[config.mk]
export PLATFORM = sky130hd
export DESIGN_NAME = ifetch
export DESIGN_NICKNAME = d
export VERILOG_FILES = /design/src/rtl/ifetch.sv
export SDC_FILE = /design/constraint.sdc
export NUM_CORES = 1
export LEC_CHECK = 0
export BUFFER_PORTS_ARGS = -buffer_cell sky130_fd_sc_hd__buf_2
export CORE_AREA = 4 4 111 135
export CTS_CLUSTER_DIAMETER = 50
export DETAILED_ROUTE_END_ITERATION = 8
export DIE_AREA = 0 0 115 139
export PLACE_DENSITY = 0.72
export SLEW_MARGIN = 5
export SYNTH_ARGS = -nofsm -noshare
export SYNTH_HDL_FRONTEND = slang
export SYNTH_SLANG_ARGS = --single-unit
[constraint.sdc]
create_clock -name clk -period 2.2 [get_ports clk]
set_input_delay 0.11 -clock clk [delete_from_list [all_inputs] [get_ports clk]]
set_output_delay 0.11 -clock clk [all_outputs]
set_load 0.01 [all_outputs]
[src/rtl/ifetch.sv]
// Instruction fetch front end: PC generation with branch/redirect handling and
// the IC pipeline register that carries the fetch descriptor to decode.
module ifetch #(
   parameter logic [31:0] RESET_PC     = 32'hBFC0_0000,
   parameter int          EXC_ADEL_BIT = 16
) (
   input  logic        clk,
   input  logic        rst,
   input  logic        flush,
   input  logic [31:0] new_pc,
   input  logic [2:0]  stall,
   input  logic        br_e,
   input  logic [31:0] br_addr,
   output logic        inst_sram_en,
   output logic [3:0]  inst_sram_wen,
   output logic [31:0] inst_sram_addr,
   output logic [64:0] ic_to_id_bus
);

   logic [31:0] pc_q, pc_d;
   logic        ce_q, ce_d;
   logic        br_pending_q, br_pending_d;
   logic [31:0] br_saved_q, br_saved_d;
   logic [31:0] ic_except_q, ic_except_d;
   logic        ic_ce_q, ic_ce_d;
   logic [31:0] ic_pc_q, ic_pc_d;

   logic        misaligned_s;
   logic [31:0] fetch_exc_s;
   logic [31:0] next_pc_s;

   function automatic logic [31:0] adel_vector(input logic valid, input logic mis);
      logic [31:0] v;
      v = 32'h0000_0000;
      if (valid && mis) begin
         v[EXC_ADEL_BIT] = 1'b1;
      end else begin
         v = 32'h0000_0000;
      end
      return v;
   endfunction

   assign misaligned_s = (pc_q[1:0] != 2'b00);
   assign fetch_exc_s  = adel_vector(ce_q, misaligned_s);

   // Next-PC selection and PC/pending-branch update
   always_comb begin
      pc_d         = pc_q;
      ce_d         = ce_q;
      br_pending_d = br_pending_q;
      br_saved_d   = br_saved_q;
      if (br_e) begin
         next_pc_s = br_addr;
      end else if (br_pending_q) begin
         next_pc_s = br_saved_q;
      end else begin
         next_pc_s = pc_q + 32'd4;
      end
      if (flush) begin
         pc_d         = new_pc;
         ce_d         = 1'b1;
         br_pending_d = 1'b0;
      end else if (!stall[0]) begin
         pc_d         = next_pc_s;
         ce_d         = 1'b1;
         br_pending_d = 1'b0;
      end else if (br_e) begin
         // A branch resolved while the PC is frozen must be remembered until release.
         br_pending_d = 1'b1;
         br_saved_d   = br_addr;
      end else begin
         br_pending_d = br_pending_q;
      end
   end

   // IC stage register: kill, bubble, load or hold
   always_comb begin
      ic_except_d = ic_except_q;
      ic_ce_d     = ic_ce_q;
      ic_pc_d     = ic_pc_q;
      if (flush || (br_e && !stall[1] && !stall[2]) || (stall[1] && !stall[2])) begin
         ic_except_d = 32'h0000_0000;
         ic_ce_d     = 1'b0;
         ic_pc_d     = 32'h0000_0000;
      end else if (!stall[1]) begin
         ic_except_d = fetch_exc_s;
         ic_ce_d     = ce_q;
         ic_pc_d     = pc_q;
      end else begin
         ic_ce_d     = ic_ce_q;
      end
   end

   // State registers
   always_ff @(posedge clk) begin
      if (rst) begin
         pc_q         <= RESET_PC - 32'd4;
         ce_q         <= 1'b0;
         br_pending_q <= 1'b0;
         br_saved_q   <= 32'h0000_0000;
         ic_except_q  <= 32'h0000_0000;
         ic_ce_q      <= 1'b0;
         ic_pc_q      <= 32'h0000_0000;
      end else begin
         pc_q         <= pc_d;
         ce_q         <= ce_d;
         br_pending_q <= br_pending_d;
         br_saved_q   <= br_saved_d;
         ic_except_q  <= ic_except_d;
         ic_ce_q      <= ic_ce_d;
         ic_pc_q      <= ic_pc_d;
      end
   end

   assign inst_sram_en   = ce_q & ~misaligned_s;
   assign inst_sram_wen  = 4'b0000;
   assign inst_sram_addr = pc_q;
   assign ic_to_id_bus   = {ic_except_q, ic_ce_q, ic_pc_q};

endmodule

**Word level (Yosys, flattened, before mapping)**

Index checks and enable logic that the tools add are counted.

- Flip-flop bits (word level): 100
- Input bits: 71
- Word-level logic and storage cells: 32

- Add/sub/neg operators: 1
- Equal/unequal tests: 1
- Muxes and demuxes: 7
- Bitwise operators: 4
- Reduce and logical (&&, ||, !) cells: 12

Operators by type and width:

| operator | count |
|---|---|
| 32-bit 2-to-1 mux | 4 |
| 32-bit by 3-bit adder with 32-bit output, second input constant | 1 |
| 1-bit logical AND | 4 |
| 1-bit 2-to-1 mux | 3 |
| 1-bit NOT | 3 |
| 3-bit AND reduction | 1 |
| 3-bit OR reduction | 1 |
| 1-bit logical NOT | 2 |
| 1-bit logical OR | 2 |
| 2-bit != test, second input constant | 1 |
| 2-bit nonzero test | 1 |
| 2-bit OR reduction | 1 |
| 1-bit bitwise AND | 1 |

**Depth between registers and ports, before layout**

- Word-level depth: 6
- Depth in mapped cells: 7

**Worst setup path after synthesis**

Ideal clock, no wire load.

- Path kind: flip-flop to flip-flop
- Start point: register pc_q[2] (netlist: inst_sram_addr[2])
- End point: register pc_q[24] (netlist: inst_sram_addr[24])
- Setup time: 122 ps
- Arrival time: 2006 ps
- Path slack: 72 ps
- Stages on the path, launching flop included: 8
- Cells stage by stage: dfxtp_1 ha_1 and3_1 buf_6 nand2_2 or4_4 and3_4 o32a_1

- Word-level cells in the longest chain between the ends: 5

Ends and longest elaborated chain:

| element | line | source |
|---|---|---|
| from (decl) | 20 | `logic [31:0] pc_q, pc_d;` |
| from (signal assigned) | 97 | `pc_q <= RESET_PC - 32'd4;` |
| from (signal assigned) | 105 | `pc_q <= pc_d;` |
| 32-bit by 3-bit adder with 32-bit output | 57 | `next_pc_s = pc_q + 32'd4;` |
| 32-bit 2-to-1 mux | 54 | `end else if (br_pending_q) begin` |
| 32-bit 2-to-1 mux | 52 | `if (br_e) begin` |
| 32-bit 2-to-1 mux | 63 | `end else if (!stall[0]) begin` |
| 32-bit 2-to-1 mux | 59 | `if (flush) begin` |

Every way passes these cells. The select of a mux whose other input is x is not followed.
A chain may end at the register's enable or synchronous reset.

**Worst setup path in the final report**

Same ends and word-level chain as after synthesis.

==> results_tabular.tex <==
\begin{tabular}{lr}
\hline
Metric & Value \\
\hline
\multicolumn{2}{l}{\textbf{Power and ir drop}} \\
IR Drop Worst-Case VDD & approximately 0.38 mV \\
Relative contribution of combinational cells to total power & 19.0\% \\
Sw frac & approximately 27\% \\
Cell-internal power & $\sim$3400 uW \\
Sequential power share & between 40\% and 50\% \\
LEAKAGE & 0.00291 uW \\
Relative contribution of the clock network to total power & between 30\% and 40\% \\
Power per cell area & approximately 700 nW/um\^{}2 \\
Power spent charging and discharging nets & 1300 uW \\
\multicolumn{2}{l}{\textbf{Synthesis}} \\
Portion of the post-synthesis area used by sequential elements & 37.2\% \\
Ys flop type & sky130\_fd\_sc\_hd\_\_dfxtp\_1 \\
Post-synth top area share & 37.2\% \\
Cell taking the most area after synthesis & sky130\_fd\_sc\_hd\_\_dfxtp\_1 \\
Synth cell count leaders & sky130\_fd\_sc\_hd\_\_nand2\_1 (113), sky130\_fd\_sc\_hd\_\_dfxtp\_1 (100), sky130\_fd\_sc\_hd\_\_nor2\_1 (72) \\
Cells after Synth & 683 \\
Post-synthesis instance area & 5390 sq um \\
Synth Register Bits & 100 \\
Number of distinct library cells after synthesis & just under 70 \\
Post-synth ARST share & 0\% \\
Most frequent cell after synthesis & sky130\_fd\_sc\_hd\_\_nand2\_1 \\
Average instance area after synthesis & 7.88 sq um \\
Number of enable flip-flop cells after synthesis & 0 \\
Cell types occupying the most area after synthesis & sky130\_fd\_sc\_hd\_\_dfxtp\_1 (37\%), sky130\_fd\_sc\_hd\_\_mux2i\_1 (8.2\%), sky130\_fd\_sc\_hd\_\_nand2\_1 (7.9\%), sky130\_fd\_sc\_hd\_\_a21oi\_1 (5.8\%), sky130\_fd\_sc\_hd\_\_buf\_4 (5.0\%) \\
Count of yosys warnings during synthesis & 0 \\
\multicolumn{2}{l}{\textbf{Timing}} \\
Final-report hold violation count & 0 \\
Final max-slew violation count & 0 \\
Worst slew slack as a fraction of its limit & 36.4\% \\
Final setup fails & 0 \\
Setup\_tns & 0 ns \\
Setup repair after global routing missed its margin & false \\
Slew @ Worst Pin & about 0.95 ns \\
Part of the cycle the worst path needs & 92.3\% \\
Tmin final & around 2.0 ns \\
Layout Skew & approximately 0.0051 ns \\
Peak clock frequency supported by timing & approximately 490 MHz \\
\multicolumn{2}{l}{\textbf{Clock network}} \\
Clock-pin transition on the worst setup and hold timing paths & $\sim$0.070 ns \\
H-tree level count & 3 \\
Clock latency on the worst-skew pair & roughly 0.35 ns \\
Longest Clk Path Bufs & 2 \\
CTS tree & done \\
Number of clock sinks seen by CTS & 100 \\
Total setup buffers inserted after CTS & 0 \\
Post-cts gate resize count & 0 \\
CTS Root Cell & sky130\_fd\_sc\_hd\_\_clkbuf\_16 \\
Number of clock buffers inserted by TritonCTS & 9 \\
Hold\_buf cts & 7 \\
\multicolumn{2}{l}{\textbf{Placed design}} \\
Placed cell count & about 980 \\
DP Area & 6180 sq um \\
HPWL reported at the end of detailed placement & 12,400 microns \\
Placer's final routability congestion estimate & $\sim$0.96 \\
Count of input and output buffers & between 100 and 150 \\
\multicolumn{2}{l}{\textbf{Global route}} \\
Vias in the first global route & between 4,000 and 5,000 \\
Wire length of the first global-routing pass & $\sim$26,000 microns \\
Initial antenna violation count & 0 \\
Largest net degree at the start of global routing & 44 \\
Grt ovf & 0 \\
Global-route total usage across every layer & between 20\% and 30\% \\
\multicolumn{2}{l}{\textbf{Flow run}} \\
Max-capacitance violation count & 0 \\
\multicolumn{2}{l}{\textbf{Floorplanning}} \\
Die width & between 100 and 150 microns \\
Initial Utilization & between 30\% and 40\% \\
Vert. Die Dim & approximately 140 microns \\
Number of rows created at floorplan & 47 \\
\# IOs & roughly 170 \\
Core Region & 13,600 sq um \\
DIE AREA & $\sim$16,000 sq um \\
\multicolumn{2}{l}{\textbf{Layout}} \\
Number of filler cells placed in the layout & approximately 1,300 \\
Diodes inserted & 0 \\
Final net count & $\sim$900 \\
Layout overhead on the synthesized area & 22.7\% \\
Final non-filler cell area & around 6600 sq um \\
Final cell count without fillers & approximately 1,000 \\
Ratio of cells with drive above 1 in the final layout & between 20\% and 30\% \\
\multicolumn{2}{l}{\textbf{Route}} \\
Routed wire per std cell & 16.6 microns \\
Number of detailed-route iterations in the first pass & 5 \\
Via/cell ratio & roughly 5.4 \\
Vias post-DR & $\sim$5,400 \\
Violation count after the first detailed-routing iteration & about 400 \\
DRT antenna net count & 0 \\
DRC Markers & 0 \\
Total detailed-routing wirelength & 16,600 microns \\
\multicolumn{2}{l}{\textbf{Setup path}} \\
CP Capture Type & flop \\
Critical-path cell list & ha\_1 -> and3\_1 -> nand2\_2 -> or4\_4 -> and3\_4 -> o32a\_1 \\
Highest fanout seen on the critical path & 4 \\
Required time reported for the critical path endpoint & around 2.4 ns \\
CP delay by family, top & simple AND/OR/NAND/NOR gates \\
Critical path's slowest cell & sky130\_fd\_sc\_hd\_\_or4\_4 \\
Arrival time reported for the critical path endpoint & roughly 2.3 ns \\
Crit start category & flop \\
Category of the critical setup timing path & flop to flop \\
Max incr delay on CP & just over 0.5 ns \\
Number of buffer and inverter instances along the worst setup path & 0 \\
\multicolumn{2}{l}{\textbf{Hold path}} \\
Worst hold path type & primary input to flop \\
\multicolumn{2}{l}{\textbf{Outcome}} \\
Status & completed \\
\hline
\end{tabular}
==> cells in the final DEF, fill, tap and decap left out, types with 6 or more instances in the layout <==
cell                              n
sky130_fd_sc_hd__nand3_1         11
sky130_fd_sc_hd__a31oi_1         13
sky130_fd_sc_hd__a21oi_1         62
sky130_fd_sc_hd__o21ai_0         31
sky130_fd_sc_hd__o211ai_1         7
sky130_fd_sc_hd__buf_2          137
sky130_fd_sc_hd__clkbuf_16        9
sky130_fd_sc_hd__dlygate4sd3_1    7
sky130_fd_sc_hd__xnor2_1          9
sky130_fd_sc_hd__and4_1           7
sky130_fd_sc_hd__nor3_1           8
sky130_fd_sc_hd__and3_1           7
sky130_fd_sc_hd__nand4_1          7
sky130_fd_sc_hd__conb_1          35
sky130_fd_sc_hd__nor2_1          71
sky130_fd_sc_hd__nor4_1           6
sky130_fd_sc_hd__nand2_1        113
sky130_fd_sc_hd__o22a_1           6
sky130_fd_sc_hd__mux2i_1         44
sky130_fd_sc_hd__inv_1           13
sky130_fd_sc_hd__a22oi_1         10
sky130_fd_sc_hd__buf_4           35
sky130_fd_sc_hd__nand2b_1         6
sky130_fd_sc_hd__dfxtp_1        100
==> cell families after synthesis <==
family,count (synthesis),synth area share [%]
adder cells (fa/ha/maj),1,0.232
buffers and inverters,98,10.6
multiplexers,46,8.60
flip-flops,100,37.2
AND/OR/NAND/NOR,261,22.4
AO/OA/AOI/OAI,165,19.2
XOR/XNOR,11,1.79
other,1,0.0696
==> cell type report <==
type,count,area [sq um],area share (%)
Inverter,14,52.6,0.795
Sequential cell,100,2000,30.3
Timing Repair Buffer,180,1040,15.7
Clock inverter,4,95.1,1.44
Tap cell,171,214,3.24
Clock buffer,12,256,3.88
Multi-Input combinational cell,519,2950,44.6
==> registers in the layout, indices dropped and copies added, names as in the netlist <==
name and count:
br_pending_q 1, br_saved_q 32, ce_q 1, ic_ce_q 1
ic_except_q 1, ic_pc_q 32, inst_sram_addr 32
==> metal layers <==
metal / part of all wire [%] / wire length [microns] / global-route usage [%] / up-vias
li1: - / - / - / 2611
met1: 43 / 7070 / 27.6 / 2471
met2: 47 / 7730 / 32.0 / 287
met3: 8.1 / 1350 / 3.23 / 40
met4: 2.7 / 456 / 7.85 / 0
met5: 0 / 0 / 0 / -
==> per-stage QoR <==
| stage | worst slack, ns | util [%] | hold slack [ns] | power (uW) |
|---|---|---|---|---|
| after floorplan | 0.0717 | - | 0.233 | 2610 |
| after global placement | 0.205 | 45.3 | 0.334 | 2890 |
| after detailed placement | 0.186 | 45.3 | 0.333 | 2900 |
| after CTS | 0.176 | 48.4 | 0.00301 | 4750 |
| after global routing | 0.0668 | 48.4 | 0.00286 | 4930 |
| final | 0.170 | 48.4 | 0.00684 | 4750 |
==> power by group through the flow <==
stage,combinational [uW],clock (uW),sequential [uW]
after CTS,891,1880,1980
after global routing,988,1950,2000
final,900,1860,1980
after global placement,870,0,2020
after floorplan,565,0,2050
after detailed placement,876,0,2030
==> worst paths after layout <==
check | from | end | slack [ns] | depth (start not counted)
min reg2reg | br_saved_q[29] | br_saved_q[29] | 0.45 | 2
min | new_pc[16] | inst_sram_addr[16] | 0.007 | 2
max reg2reg | inst_sram_addr[2] | inst_sram_addr[24] | 0.17 | 6
max | inst_sram_addr[2] | inst_sram_addr[24] | 0.17 | 6
(Power assumes the default switching activity.)
